===== config.mk =====
export PLATFORM = sky130hd
export DESIGN_NAME = grid_mem_arbiter
export DESIGN_NICKNAME = d
export VERILOG_FILES = /design/src/rtl/grid_mem_arbiter.sv
export SDC_FILE = /design/constraint.sdc
export NUM_CORES = 1
export LEC_CHECK = 0
export CELL_PAD_IN_SITES_DETAIL_PLACEMENT = 0
export CELL_PAD_IN_SITES_GLOBAL_PLACEMENT = 1
export CORE_MARGIN = 3
export CORE_UTILIZATION = 26
export DETAILED_ROUTE_END_ITERATION = 10
export PLACE_DENSITY = 0.8
export SETUP_SLACK_MARGIN = 0.5
export SYNTH_ARGS = -nofsm -noshare
export SYNTH_HDL_FRONTEND = slang
export SYNTH_SLANG_ARGS = --single-unit
export TNS_END_PERCENT = 20

===== constraint.sdc =====
create_clock -name clk -period 1.2 [get_ports clk]
set_clock_uncertainty 0.05 [all_clocks]
set_input_delay 0.36 -clock clk [delete_from_list [all_inputs] [get_ports clk]]
set_output_delay 0.36 -clock clk [all_outputs]
set_load 0.01 [all_outputs]

===== src/rtl/grid_mem_arbiter.sv =====
// grid_mem_arbiter: shares one grid RAM between the game FSM (priority, lockable) and the display reader.
module grid_mem_arbiter #(
    parameter int MEM_LATENCY  = 1,
    parameter int STARVE_LIMIT = 8
) (
    input  logic       clk,
    input  logic       rst,
    input  logic       fsm_req,
    input  logic       fsm_w_nr,
    input  logic [7:0] fsm_addr,
    input  logic [1:0] fsm_wdata,
    input  logic       fsm_lock,
    output logic       fsm_gnt,
    output logic [1:0] fsm_rdata,
    output logic       fsm_rvalid,
    input  logic       disp_req,
    input  logic [7:0] disp_addr,
    output logic       disp_gnt,
    output logic [1:0] disp_rdata,
    output logic       disp_rvalid,
    output logic       mem_en,
    output logic       mem_w_nr,
    output logic [7:0] mem_addr,
    output logic [1:0] mem_wdata,
    input  logic [1:0] mem_rdata
);
    logic [3:0]           starve_ctr;
    logic                 starved;
    logic [MEM_LATENCY:0] tag_rd;
    logic [MEM_LATENCY:0] tag_disp;

    always_comb begin
        starved  = starve_ctr >= 4'(STARVE_LIMIT);
        fsm_gnt  = fsm_req & (fsm_lock | ~(starved & disp_req));
        disp_gnt = disp_req & ~fsm_lock & (starved | ~fsm_req);
    end

    always_ff @(posedge clk) begin
        if (rst) begin
            starve_ctr <= '0;
            mem_en     <= 1'b0;
            mem_w_nr   <= 1'b0;
            mem_addr   <= '0;
            mem_wdata  <= '0;
        end else begin
            starve_ctr <= (!disp_req || disp_gnt) ? 4'd0 : (starve_ctr == 4'd15 ? 4'd15 : starve_ctr + 4'd1);
            mem_en     <= fsm_gnt | disp_gnt;
            mem_w_nr   <= fsm_gnt & fsm_w_nr;
            if (fsm_gnt) begin
                mem_addr  <= fsm_addr;
                mem_wdata <= fsm_wdata;
            end else if (disp_gnt) begin
                mem_addr  <= disp_addr;
                mem_wdata <= 2'b00;
            end
        end
    end

    // Tag stage k belongs to the grant issued k+1 cycles ago; the last stage lines up with mem_rdata.
    always_ff @(posedge clk) begin
        if (rst) begin
            tag_rd      <= '0;
            tag_disp    <= '0;
            fsm_rvalid  <= 1'b0;
            disp_rvalid <= 1'b0;
            fsm_rdata   <= '0;
            disp_rdata  <= '0;
        end else begin
            tag_rd      <= {tag_rd[MEM_LATENCY-1:0], (fsm_gnt & ~fsm_w_nr) | disp_gnt};
            tag_disp    <= {tag_disp[MEM_LATENCY-1:0], disp_gnt};
            fsm_rvalid  <= tag_rd[MEM_LATENCY] & ~tag_disp[MEM_LATENCY];
            disp_rvalid <= tag_rd[MEM_LATENCY] & tag_disp[MEM_LATENCY];
            if (tag_rd[MEM_LATENCY] && !tag_disp[MEM_LATENCY])
                fsm_rdata <= mem_rdata;
            if (tag_rd[MEM_LATENCY] && tag_disp[MEM_LATENCY])
                disp_rdata <= mem_rdata;
        end
    end
endmodule


After elaboration in Yosys (flattened, before gate mapping)

Cells that the tools add are included.

Flip-flop bits (word level): 26
Bits of input ports: 26
Output and inout port bits: 20

Add/sub/neg operators: 1
$lt $le $gt $ge: 1
Equality and inequality tests: 1
Muxes and demuxes: 5
Bitwise logic cells: 17
Reductions and logical operators: 7

Operators by type and width:

| cell                  | number |
|---|---|
| $mux W8               | 2 |
| $and A1 B1 Y1         | 8 |
| $not A1 Y1            | 5 |
| $add A4 B1 Y4 const B | 1 |
| $eq A4 B4 Y1 const B  | 1 |
| $ge A4 B4 Y1 const B  | 1 |
| $mux W2               | 2 |
| $mux W4               | 1 |
| $or A1 B1 Y1          | 4 |
| $logic_and A1 B1 Y1   | 2 |
| $logic_not A1 Y1      | 2 |
| $reduce_bool A2 Y1    | 1 |
| $reduce_or A2 Y1      | 1 |
| $logic_or A1 B1 Y1    | 1 |

Depth between registers and ports, before layout

Word-level depth: 7
Gate-level depth with buffers: 4
Gate-level depth less buffers: 4

Worst setup path before layout

Ideal clock, no wire load.

Kind: input port to output port
From: input disp_req
To: output fsm_gnt
Data arrival time: 0.857 ns
Required time: 0.790 ns
Path slack: -0.067 ns
Cell stages on the path: 3
Path through: nor2b_4 > buf_2 > a21oi_1

Cells in the longest elaborated chain, start to end: 4

Ends and longest elaborated chain:

| element       | line | RTL |
|---|---|---|
| from (decl)   | 16   | `input logic disp_req,` |
| $and A1 B1 Y1 | 34   | `fsm_gnt = fsm_req & (fsm_lock \| ~(starved & disp_req));` |
| $not A1 Y1    | 34   |  |
| $or A1 B1 Y1  | 34   |  |
| $and A1 B1 Y1 | 34   |  |
| to (decl)     | 13   | `output logic fsm_gnt,` |

Every way passes these cells.

Worst setup path after layout

From: register starve_ctr[3]
To: output disp_gnt

Cells in the longest elaborated chain, start to end: 3

Ends and longest elaborated chain:

| element                | line | RTL |
|---|---|---|
| from (decl)            | 27   | `logic [3:0] starve_ctr;` |
| from (signal assigned) | 46   | `starve_ctr <= (!disp_req \|\| disp_gnt) ? 4'd0 : (starve_ctr == 4'd15 ? 4'd15 : starve_ctr + 4'd1);` |
| $ge A4 B4 Y1           | 33   | `starved = starve_ctr >= 4'(STARVE_LIMIT);` |
| $or A1 B1 Y1           | 35   | `disp_gnt = disp_req & ~fsm_lock & (starved \| ~fsm_req);` |
| $and A1 B1 Y1          | 35   |  |
| to (decl)              | 18   | `output logic disp_gnt,` |

Every way passes these cells.

==> flow_summary.yaml <==
logic_synthesis:
  synth_fp_nets: 124
  yosysWarnings: 0
  synthesis.area_um2: 998.5
  avgSynthCellArea_um2: 10.40
  yosysTopAreaCellShare_pct: 52.13
  synth_cell_type_count: 25
  synth-seq-cells: 26
  synth.area.top_cells: "dfxtp_1 (52%), a221o_1 (8.0%), nor4b_1 (7.0%)"
  synth-seq-area-share_pct: 52.13
  postSynthCellCount: 96
  synth_largest_area_cell: "dfxtp_1"
final_layout:
  multi_input_area_um2: 499.2
  n_antenna_cell: 0
  mostFrequentLayoutCells: "clkdlybuf4s50_1 (21), buf_6 (18), dfxtp_2 (15)"
  final_cell_area_um2: 1792
  final_common_cell: "clkdlybuf4s50_1"
  regArea_um2: 539.3
  area_growth_pct: 79.45
  fin_nets: 188
  n_fill_cell: 324
  drive_gt1_share_pct: 45.28
clocking:
  clk_pin_slew_ns: 0.09
  root_buffer: "clkbuf_8"
  cts_tree: "done"
  cts_buffer_depth: 2
  clkSinkCount: 26
  htree_levels: 1
  numCtsBuffers: 3
  worstSkewPairLatency_ns: 0.27
power_and_ir_drop:
  power.leakage_nw: 0.7378
  sw_frac_of_total_pct: 21.41
  power.internal_mw: 1.556
  clkPwrFrac_pct: 36.5
  peakVddDrop_mv: 0.6893
  power_mw: 1.980
  p_per_area_nw_per_um2: 1105
  seqPwrFrac_pct: 47.0
  p_sw_mw: 0.4239
  p_comb_share_pct: 16.5
sta:
  setup-violations-final: 13
  tightest_slew_ns: 0.3681
  fin_ws_ns: -0.2169
  finalHoldViolCount: 0
  min_period_ns: 1.417
  max_freq_mhz: 705.7
  maxSlewHeadroom_pct: 75.11
  finalCritPeriodShare_pct: 118.1
  hold_slack_ns: 0.3930
  rsz0062_at_grt: "yes"
  drv_slew: 0
hold_path:
  min_path_type: "flip-flop to flip-flop"
worst_setup_path:
  path_cells: "and2b_4 -> nor2_4 -> buf_6"
  cp-start-kind: "flip-flop"
  crit_path_top_delay_cell: "dfxtp_2"
  worst_ep_required_time_ns: 0.79
  critPathArrivalTime_ns: 1.01
  max_stage_delay_ns: 0.33
  critical_path_class: "flip-flop to primary output"
  cp-end-kind: "primary output"
  cp_max_fo: 2
global_route:
  grt_pass1_wl_um: 4588
  grt_start_max_net_pins: 16
  grt_usage_pct: 13.51
  overflow: 0
  antenna_found_initial: 0
  grt_pass1_vias: 979
placed_design:
  dp_hpwl_um: 2041
  place.gp.congestion: 0.7482
  place_area_um2: 1619
  portBuffers: 45
drt:
  final_antenna_net_count: 0
  wl_um: 2863
  vias: 974
  wl_per_cell_um: 13.97
  first_iter_violations: 32
  viasPerCell: 4.751
  drc: 0
  first_pass_iters: 4
die:
  die_y_um: 67.97
  ioPinCount: 46
  num_rows: 21
  initial_core_util_pct: 28.36
  die_w_um: 67.97
  dieArea_um2: 4620
  coreArea_um2: 3521
job:
  maxCapViolations: 0
status:
  status: "complete, but fails checks"
  violations: "setup timing"
sequential cells by signal, indices dropped and copies added (netlist names):
name         count
disp_rdata       2
disp_rvalid      1
fsm_rdata        2
fsm_rvalid       1
mem_addr         8
mem_en           1
mem_w_nr         1
mem_wdata        2
starve_ctr       4
tag_disp         2
tag_rd           2
logic make-up (layout without fill, tap and decap cells):
kind of cell    count (synthesis)  after routing  share of synthesized area (%)
flops                          26             26                          52.13
mux                             2              2                          2.005
fa+ha+maj                       2              2                          2.506
buf+inv                         9             72                          4.261
simple gates                   37             37                          23.81
compound gates                 20             20                          15.29
power groups by stage:
stage / Clock (mW) / Sequential (mW) / Combinational (mW)
global route: 0.781 / 0.934 / 0.354
detailed placement: 0 / 0.939 / 0.312
finish: 0.723 / 0.930 / 0.327
global placement: 0 / 0.937 / 0.307
floorplan: 0 / 0.950 / 0.104
CTS: 0.740 / 0.929 / 0.328
worst paths after layout:
kind              cells after the start                     start  slack [ns]                       end
setup / recovery                      3  starve_ctr[3]$_SDFF_PP0_       -0.22                  disp_gnt
hold reg to reg                       1    tag_disp[0]$_SDFF_PP0_        0.39    tag_disp[1]$_SDFF_PP0_
hold / removal                        1    tag_disp[0]$_SDFF_PP0_        0.39    tag_disp[1]$_SDFF_PP0_
setup reg to reg                      5  starve_ctr[3]$_SDFF_PP0_       -0.17  mem_addr[1]$_SDFFE_PP0P_
through the flow:
stage	setup WS (ns)	TNS (ns)	cells	utilization (%)
final	-0.2169	-1.930	205	50.89
after global routing	-0.2695	-2.638	205	50.89
after CTS	-0.2257	-1.825	205	50.46
after detailed placement	-0.9379	-17.47	195	45.98
after global placement	-0.9086	-16.07	195	45.98
after floorplan	0.005970	0	96	-
synth_stat cells, drive strengths merged:
cell type and number:
dfxtp 26, a22o 2, a31oi 1, o22ai 1, a221o 8, nor2b 5
nand2 4, buf 5, nor3b 1, a211oi 1, and2b 1, ha 2
inv 4, nand2b 2, a21oi 6, and2 1, nor4b 8, o21ai 1
nor3 4, nor2 7, mux2i 2, nand3 4
layer usage:
metal  vias to the layer above  wire length (µm)  track usage [%]  share of wire [%]
met2                        28              1409            22.50                 49
met1                       467              1222            16.10                 43
li1                        474                 -                -                  -
met5                         -                 0                0                  0
met3                         5               171            3.777                6.0
met4                         0                58            5.955                2.0
worst max-delay path: cells and delay by family (launching register included):
kind	cells	cell delay, ns
buffers and inverters	1	0.11
flip-flops	1	0.33
AND/OR/NAND/NOR	2	0.30
area by class of cell:
cell class	instances	share of cell area, %
clock inverter	1	1.676
timing repair buffer	64	34.01
tap	46	3.212
clock buffer	3	2.304
multi-input combinational	61	27.86
inverter	4	0.8380
sequential	26	30.10
timing repair:
action                                  in CTS  in global routing
buffers inserted                             6                  0
resized for setup                          126                  4
pin swaps                                    5                  1
hold buffers                                 0                  0
endpoints found under the setup margin      46                 46
Note: power is estimated with default switching activity, not from simulation.
